## src/rtl/shift_add_multiplier.sv

```systemverilog
// Sequential shift-and-add multiplier: one multiplier bit per cycle, LSB first, with a full 2*W product.
// Signed operands are supported only when SHIFT_ADD_MULTIPLIER_SIGNED_EN is defined; otherwise tc is ignored.
module shift_add_multiplier #(
    parameter int W  = 65,
    parameter int PW = 2 * W
) (
    input  logic          clk,
    input  logic          rst_n,
    input  logic          in_valid,
    output logic          in_ready,
    input  logic [W-1:0]  a,
    input  logic [W-1:0]  b,
    input  logic          tc,
    output logic          out_valid,
    input  logic          out_ready,
    output logic [PW-1:0] product,
    output logic [1:0]    o_dbg_state
);

    // Handshake: operands transfer on a rising edge with in_valid && in_ready.
    // The product transfers on a rising edge with out_valid && out_ready.
    localparam int CW = $clog2(W + 1);

    typedef enum logic [1:0] {
        S_IDLE = 2'd0,
        S_RUN  = 2'd1,
        S_DONE = 2'd2
    } state_t;

    state_t        r_state;
    state_t        w_state_nxt;
    logic [PW-1:0] r_acc;
    logic [PW-1:0] r_mcand;
    logic [PW-1:0] r_product;
    logic [PW-1:0] w_acc_nxt;
    logic [W-1:0]  r_mplier;
    logic [CW-1:0] r_cnt;
    logic          r_tc;
    logic          r_in_ready;
    logic          r_out_valid;
    logic          w_in_ready_nxt;
    logic          w_out_valid_nxt;
    logic          w_accept;
    logic          w_last_bit;
    logic          w_bits_done;
    logic          w_tc_in;

`ifdef SHIFT_ADD_MULTIPLIER_SIGNED_EN
    assign w_tc_in = tc;
`else
    assign w_tc_in = tc & 1'b0;
`endif

    assign w_accept    = (r_state == S_IDLE) && in_valid;
    assign w_last_bit  = (r_cnt == CW'(W - 1));
    assign w_bits_done = (r_cnt == CW'(W));

    // The multiplier MSB carries weight -2^(W-1) in two's complement, so it subtracts.
    always_comb begin
        w_acc_nxt = r_acc;
        if (r_mplier[0]) begin
            if (w_last_bit && r_tc) begin
                w_acc_nxt = r_acc - r_mcand;
            end else begin
                w_acc_nxt = r_acc + r_mcand;
            end
        end
    end

    always_ff @(posedge clk or negedge rst_n) begin
        if (!rst_n) begin
            r_state <= S_IDLE;
        end else begin
            r_state <= w_state_nxt;
        end
    end

    always_comb begin
        w_state_nxt = r_state;
        case (r_state)
            S_IDLE:  if (in_valid)    w_state_nxt = S_RUN;
            S_RUN:   if (w_bits_done) w_state_nxt = S_DONE;
            S_DONE:  if (out_ready)   w_state_nxt = S_IDLE;
            default: w_state_nxt = S_IDLE;
        endcase
    end

    always_comb begin
        w_in_ready_nxt  = (w_state_nxt == S_IDLE);
        w_out_valid_nxt = (w_state_nxt == S_DONE);
    end

    always_ff @(posedge clk or negedge rst_n) begin
        if (!rst_n) begin
            r_in_ready  <= 1'b1;
            r_out_valid <= 1'b0;
        end else begin
            r_in_ready  <= w_in_ready_nxt;
            r_out_valid <= w_out_valid_nxt;
        end
    end

    // W bit steps run while r_cnt < W; the edge that sees r_cnt == W publishes the product.
    always_ff @(posedge clk or negedge rst_n) begin
        if (!rst_n) begin
            r_acc    <= '0;
            r_mcand  <= '0;
            r_mplier <= '0;
            r_cnt    <= '0;
            r_tc     <= 1'b0;
        end else if (w_accept) begin
            r_acc    <= '0;
            r_mcand  <= {{W{a[W-1] & w_tc_in}}, a};
            r_mplier <= b;
            r_cnt    <= '0;
            r_tc     <= w_tc_in;
        end else if ((r_state == S_RUN) && !w_bits_done) begin
            r_acc    <= w_acc_nxt;
            r_mcand  <= r_mcand << 1;
            r_mplier <= r_mplier >> 1;
            r_cnt    <= r_cnt + CW'(1);
        end
    end

    always_ff @(posedge clk or negedge rst_n) begin
        if (!rst_n) begin
            r_product <= '0;
        end else if ((r_state == S_RUN) && w_bits_done) begin
            r_product <= r_acc;
        end
    end

    assign in_ready    = r_in_ready;
    assign out_valid   = r_out_valid;
    assign product     = r_product;
    assign o_dbg_state = r_state;

endmodule

```

## config.mk

```make
export PLATFORM = sky130hd
export DESIGN_NAME = shift_add_multiplier
export DESIGN_NICKNAME = d
export VERILOG_FILES = /design/src/rtl/shift_add_multiplier.sv
export SDC_FILE = /design/constraint.sdc
export NUM_CORES = 1
export LEC_CHECK = 0
export BUFFER_PORTS_ARGS = -buffer_cell sky130_fd_sc_hd__buf_2
export CAP_MARGIN = 40
export CORE_MARGIN = 3
export CORE_UTILIZATION = 46
export CTS_CLUSTER_DIAMETER = 60
export DETAILED_ROUTE_END_ITERATION = 12
export HOLD_SLACK_MARGIN = 0.03
export SLEW_MARGIN = 15
export SYNTH_ARGS = -nofsm -noshare
export SYNTH_HDL_FRONTEND = slang
export SYNTH_SLANG_ARGS = --single-unit
```

## constraint.sdc

```tcl
create_clock -name clk -period 6.3 [get_ports clk]
set_clock_uncertainty 0.15 [all_clocks]
set_input_delay 0.945 -clock clk [delete_from_list [all_inputs] [get_ports clk]]
set_output_delay 0.945 -clock clk [all_outputs]
set_load 0.02 [all_outputs]
```

==> flow_summary_export.csv, run 1 <==
group,metric,value,unit
route,ant_nets,0,
synthesis,ys_seq_area_share,43.8,%
global_route,antenna_found_initial,2,
sta,tns,0,ns
global_route,grt_pass1_vias,22200,
synthesis,postSynthCellCount,2977,
place,port_buffers,267,
worst_hold_path,hp-class,"in2async",
floorplanning,fp-row-count,87,
power,pwr-share-comb,49.9,%
synthesis,synth_flop_cell,"dfrtp_1",
synthesis,synthDistinctLibCells,82,
power,p_sw,7.79,mW
finish,ff_latch_area,11700,µm²
critical_path,path_class,"reg2reg",
synthesis,synth_top_cell_area_share,43.7,%
critical_path,r2r_cells,13,
route,wl,76.9,mm
synthesis,yosys.area.top_type,"dfrtp_1",
critical_path,cp.arrival,4.83,ns
route,firstDrtPassIters,5,
sta,post-route-period-util,71.9,%
synthesis,synth.cell_area,26600,µm²
power,power.leakage,15.0,nW
clock_tree,cts_tree,"built",
power,p_int,9.41,mW
power,swShare,45.3,%
power,p_clk_share,18.9,%
sta,period_minus_slack,4.53,ns
place,placed_area,28600,µm²
finish,nNetsFinal,3418,
critical_path,reg2reg_to,"r_acc[68]",
sta,worstMarginPinSlew,0.965,ns
finish,drive_gt1_share,17.1,%
clock_tree,cts.path.max_buffers,3,
synthesis,avgSynthCellArea,8.94,µm²
place,numPlacedInstances,3848,
route,dr_total_vias,22900,
critical_path,endpoint_kind,"register",
power,powerDensity,563,nW/µm²
flow_run,maxCapViolCount,0,
synthesis,ys_top_cells_by_area,"dfrtp_1 44%, nand2_1 8.5%, ha_1 6.2%",
sta,hold_viol_final,0,
clock_tree,h-tree-depth,2,
clock_tree,postCtsSetupBuffers,0,
synthesis,synth_edf_count,0,
sta,maxSlewViolCount,0,
critical_path,crit_fanout,4,
sta,slew_headroom,35.7,%
sta,whs,0.189,ns
finish,areaGrowthSynthToFinish,14.7,%
clock_tree,cts_resized,0,
route,vias_per_cell,5.80,
clock_tree,root_buffer,"clkbuf_16",
place,gp_congestion,0.917,
critical_path,worstSetupStartpointType,"register",
run_status,run_status,"finished, final reports clean",
synthesis,ys_ff_latch,466,
clock_tree,path_clk_slew,0.06,ns
place,pre_cts_slack,1.93,ns
route,drt_iter0_drc,1683,
critical_path,cp.required,6.61,ns
global_route,grt_pass1_wl,123,mm
finish,fill_cells,5332,
clock_tree,clock_sink_count,466,
global_route,grt_start_max_net_pins,150,
floorplanning,coreArea,56800,µm²
clock_tree,cts_hold_buf,0,
synthesis,synth_nets,3244,
power,power_frac_seq,31.2,%
sta,setup_slack,1.77,ns
finish,multi_input_area,14100,µm²
route,drc,0,
floorplanning,die_x,247,µm
finish,final_common_cell,"nand2_1",
floorplanning,die-height,247,µm
synthesis,ys_async_sr_fraction,100,%
floorplanning,initial_utilization,46.9,%
synthesis,yosysWarnings,0,
route,wire_per_inst,19.5,µm
sta,fmax,221,MHz
critical_path,regToRegStartpoint,"r_mcand[0]",
power,max-vdd-ir-drop,0.000259,V
finish,final_area,30500,µm²
sta,grt_setup_unrepaired,"no",
finish,fin_cells,3952,
global_route,grt_use_total,25.0,%
global_route,gr-total-overflow,0,
clock_tree,clock_latency,0.62,ns
finish,antenna_cells,0,
floorplanning,die_area,60800,µm²
sta,setup_violations,0,
clock_tree,cts_buffers,55,
critical_path,regToRegSetupSlack,1.77,ns
finish,final_cell_mix,"599 x nand2_1, 465 x dfrtp_1, 266 x buf_2, 218 x o21ai_0, 217 x a21oi_1",
floorplanning,pin_count,269,
place,place_hpwl,57.0,mm
registers in the layout, indices dropped and copies added, names as in the netlist:
name,count
r_cnt,7
r_acc,130
r_mplier,65
in_ready,1
product,130
out_valid,1
r_mcand,130
o_dbg_state,2
synth_stat cells (5+ instances only):
library cell  instances
nand2_1             601
dfrtp_1             465
o21ai_0             218
a21oi_1             217
nand3_1             173
clkbuf_1            139
ha_1                131
mux2_2              130
a22oi_1             129
nor2_1              126
xnor2_1              64
nand4_1              60
a21o_1               54
xor2_1               53
inv_1                52
o21bai_1             45
nor3_1               41
buf_1                21
a31oi_1              18
o21a_1               15
and3_1               13
nor2b_1              13
o31ai_1              13
a21boi_0             12
o21ai_1              12
buf_2                11
nor4_1               11
o211ai_1             11
nand2b_1             10
a211oi_1              9
and2_1                9
a221o_1               5
and4_1                5
mux2i_1               5
or3_1                 5
critical path, stage by stage (launching register included):
cell	delay (ns)
dfrtp_1	0.38
ha_1	0.37
fa_1	0.32
a21oi_1	0.11
o21ai_1	0.29
nand3_1	0.20
a2111oi_2	0.68
o21bai_1	0.18
o21ai_1	0.45
a21oi_1	0.23
o21ai_0	0.55
a221o_1	0.27
xnor2_1	0.12
o21ai_0	0.09
worst max path at each step:
stage / cells past startpoint / startpoint / to
6_report: 13 / r_mcand[0] / r_acc[68]
5_1_grt: 13 / r_mcand[0] / r_acc[118]
3_3_place_gp: 13 / r_acc[0] / r_acc[126]
3_5_place_dp: 13 / r_mcand[0] / r_acc[126]
4_1_cts: 13 / r_mcand[0] / r_acc[126]
2_1_floorplan: 13 / r_acc[32] / r_acc[115]
stage by stage:
step                      power [mW]  util, %
after floorplan                 11.3        -
after global placement          13.7     50.1
after detailed placement        13.9     50.3
after CTS                       17.3     53.6
after global routing            18.6     53.7
final                           17.2     53.7
cell families after synthesis:
kind of cell	synth area share (%)
XOR/XNOR	3.85
AND/OR/NAND/NOR	17.8
adder cells (fa/ha/maj)	6.23
multiplexers	5.69
flip-flops	43.8
AO/OA/AOI/OAI	19.4
buffers and inverters	3.27
layout make-up:
class	instances	share of cell area, %
multi-input combinational	2284	46.3
clock inverter	26	0.951
inverter	52	0.639
tap	756	3.10
timing repair buffer	292	5.61
clock buffer	76	5.22
sequential	466	38.2
power by group through the flow:
stage	combinational [mW]	clock, mW	sequential, mW
2_1_floorplan	5.79	0	5.53
3_3_place_gp	8.31	0	5.35
3_5_place_dp	8.48	0	5.40
4_1_cts	8.54	3.34	5.36
5_1_grt	9.57	3.46	5.52
6_report	8.59	3.26	5.36
per-layer routing:
layer | part of all wire (%) | wire length [µm] | global-route usage (%)
met1 | 47 | 35800 | 35.4
met5 | 0 | 0 | 0
met2 | 47 | 35900 | 40.7
met3 | 4.3 | 3330 | 3.19
met4 | 2.4 | 1820 | 6.35
(Power assumes the default switching activity.)
==> inputs of run 2 (changes only) <==
ABC_AREA = 1   (was not set)
clock period = 4.7 ns   (was 6.3 ns; I/O delays follow)
==> flow_summary_export.csv, run 2 <==
group,metric,value,unit
sta,setup_violations,0,
power,power_frac_seq,26.8,%
finish,post-route-util,53.4,%
synthesis,synthDistinctLibCells,48,
sta,slew_headroom,41.8,%
route,wire_per_inst,19.4,µm
finish,nNetsFinal,4924,
sta,worstMarginPinSlew,0.873,ns
power,power.leakage,18.7,nW
synthesis,post-synth-top-count-cell,"nand2_1",
synthesis,avgSynthCellArea,6.91,µm²
critical_path,crit_fanout,74,
synthesis,synth_nets,4678,
power,powerDensity,710,nW/µm²
floorplanning,die-height,264,µm
synthesis,ys_seq_area_share,38.2,%
place,pre_cts_slack,1.41,ns
sta,maxSlewViolCount,0,
synthesis,ys_async_sr_fraction,100,%
sta,fmax,301,MHz
power,p_clk_share,17.6,%
global_route,grt_use_total,30.5,%
route,firstDrtPassIters,6,
floorplanning,pin_count,269,
synthesis,yosys.area.top_type,"dfrtp_1",
finish,fill_cells,6733,
synthesis,yosysWarnings,0,
sta,period_minus_slack,3.33,ns
run_status,run_status,"finished, final reports clean",
worst_hold_path,hp-class,"in2reg",
synthesis,synth_common_cells,"1362 x nand2_1, 852 x inv_1, 465 x dfrtp_1",
critical_path,cp.required,4.99,ns
clock_tree,clock_sink_count,466,
critical_path,cp.arrival,3.61,ns
clock_tree,path_clk_slew,0.06,ns
sta,tns,0,ns
clock_tree,clock_latency,0.62,ns
power,p_sw,12.4,mW
floorplanning,fp-row-count,93,
sta,whs,0.143,ns
sta,hold_viol_final,0,
finish,drive_gt1_share,12.6,%
finish,final_cell_mix,"1362 x nand2_1, 852 x inv_1, 465 x dfrtp_1, 357 x nor2_1, 266 x buf_2",
power,swShare,50.1,%
global_route,gr-total-overflow,0,
clock_tree,postCtsSetupBuffers,0,
route,drc,0,
place,place_hpwl,86.6,mm
critical_path,max_stage_delay,0.76,ns
synthesis,synth_top_cell_area_share,38.1,%
place,gp_congestion,0.990,
finish,areaGrowthSynthToFinish,13.8,%
global_route,grt_pass1_vias,27700,
power,max-vdd-ir-drop,0.000516,V
clock_tree,h-tree-depth,2,
finish,final_common_cell,"nand2_1",
critical_path,path_cells,"ha_1, nand2_1, nor3_2, nand2_1, nand2_4, buf_4, inv_2, nor2_4, inv_4, buf_4, o221ai_1",
global_route,grt_start_max_net_pins,102,
clock_tree,cts_buffers,53,
synthesis,synth.cell_area,30500,µm²
floorplanning,die_x,264,µm
floorplanning,die_area,69400,µm²
global_route,grt_pass1_wl,164,mm
route,dr_total_vias,29100,
route,wl,108,mm
synthesis,synth_edf_count,0,
synthesis,synth_flop_cell,"dfrtp_1",
sta,grt_setup_unrepaired,"no",
clock_tree,root_buffer,"clkbuf_16",
critical_path,path_class,"reg2reg",
critical_path,crit_slowest_cell,"buf_4",
route,vias_per_cell,5.24,
floorplanning,coreArea,65000,µm²
clock_tree,cts_tree,"built",
critical_path,endpoint_kind,"register",
clock_tree,cts.path.max_buffers,3,
flow_run,maxCapViolCount,0,
synthesis,ys_ff_latch,466,
critical_path,worstSetupStartpointType,"register",
synthesis,ys_top_cells_by_area,"dfrtp_1 38%, nand2_1 17%, inv_1 10%",
floorplanning,initial_utilization,46.9,%
route,drt_iter0_drc,2843,
synthesis,postSynthCellCount,4411,
global_route,antenna_found_initial,5,
place,port_buffers,267,
sta,post-route-period-util,70.8,%
route,ant_nets,0,
power,pwr-share-comb,55.6,%
sta,setup_slack,1.37,ns
power,p_int,12.3,mW
run 2: cell types whose count changed in the layout (fill, tap and decap cells not counted), sizes merged, moves of 52 or more:
cell    previous run  this run
a21o              54         1
a22oi            129        64
inv               59       896
mux2             130        62
nand2            602      1399
nand3            173       120
nor2             126       400
o21ai            233       293
o221ai             1       125
xnor2             64         7
xor2              53         1
run 2: worst max-delay path, delay by kind of cell, from the launching register on:
family / cells / cell delay (ns)
flip-flops: 1 / 0.42
AO/OA/AOI/OAI: 1 / 0.21
buffers and inverters: 4 / 1.68
adder cells (fa/ha/maj): 1 / 0.23
AND/OR/NAND/NOR: 5 / 0.38
run 2: metrics by stage:
step | power (mW) | cells | cell area [µm²]
2_1_floorplan | 15.3 | 4411 | 30500
4_1_cts | 24.5 | 5552 | 34600
3_5_place_dp | 20.1 | 5453 | 32800
5_1_grt | 26.6 | 5555 | 34700
6_report | 24.7 | 5556 | 34700
3_3_place_gp | 19.9 | 5451 | 32700
run 2: logic make-up after synthesis:
logic type	count (synthesis)	share of synthesized area, %
AND/OR/NAND/NOR	1984	26.6
buffers and inverters	1001	12.5
AO/OA/AOI/OAI	758	14.8
flip-flops	466	38.2
adder cells (fa/ha/maj)	132	5.44
multiplexers	62	2.29
XOR/XNOR	8	0.230
run 2: area by class of cell:
type | count | area (µm²) | share of cell area (%)
Tap cell | 855 | 1070 | 3.08
Clock inverter | 21 | 317 | 0.912
Clock buffer | 77 | 1550 | 4.45
Inverter | 897 | 3370 | 9.71
Timing Repair Buffer | 295 | 1710 | 4.91
Antenna cell | 1 | 2.50 | 0.00721
Sequential cell | 466 | 11700 | 33.6
Multi-Input combinational cell | 2944 | 15000 | 43.3
run 2: worst paths after layout:
path / cells after the start / endpoint / from / slack, ns
setup / recovery: 11 / r_mcand[38] / r_cnt[0] / 1.37
hold / removal: 2 / out_valid / out_ready / 0.14
setup reg to reg: 11 / r_mcand[38] / r_cnt[0] / 1.37
hold reg to reg: 2 / product[32] / product[32] / 0.33
max in group asynchronous: 3 / product[111] / rst_n / 2.78
min in group asynchronous: 2 / product[30] / rst_n / 0.59
run 2: what timing repair did:
| item | in CTS | in global routing |
|---|---|---|
| gates resized for setup | 0 | 0 |
| hold endpoints to repair | 13 | 0 |
| hold buffers | 1 | 0 |
run 2: per-layer routing:
layer | vias to the layer above | global-route usage [%] | part of all wire (%)
met3 | 111 | 6.24 | 8.1
li1 | 14400 | - | -
met5 | - | 0 | 0.045
met4 | 8 | 6.35 | 2.0
met1 | 13700 | 46.6 | 49
met2 | 916 | 44.3 | 41
run 2: power groups by stage:
stage | registers, mW | logic (mW) | clock network, mW
2_1_floorplan | 6.94 | 8.40 | 0
3_3_place_gp | 6.63 | 13.3 | 0
3_5_place_dp | 6.66 | 13.4 | 0
4_1_cts | 6.62 | 13.5 | 4.44
5_1_grt | 6.82 | 15.1 | 4.60
6_report | 6.62 | 13.7 | 4.33
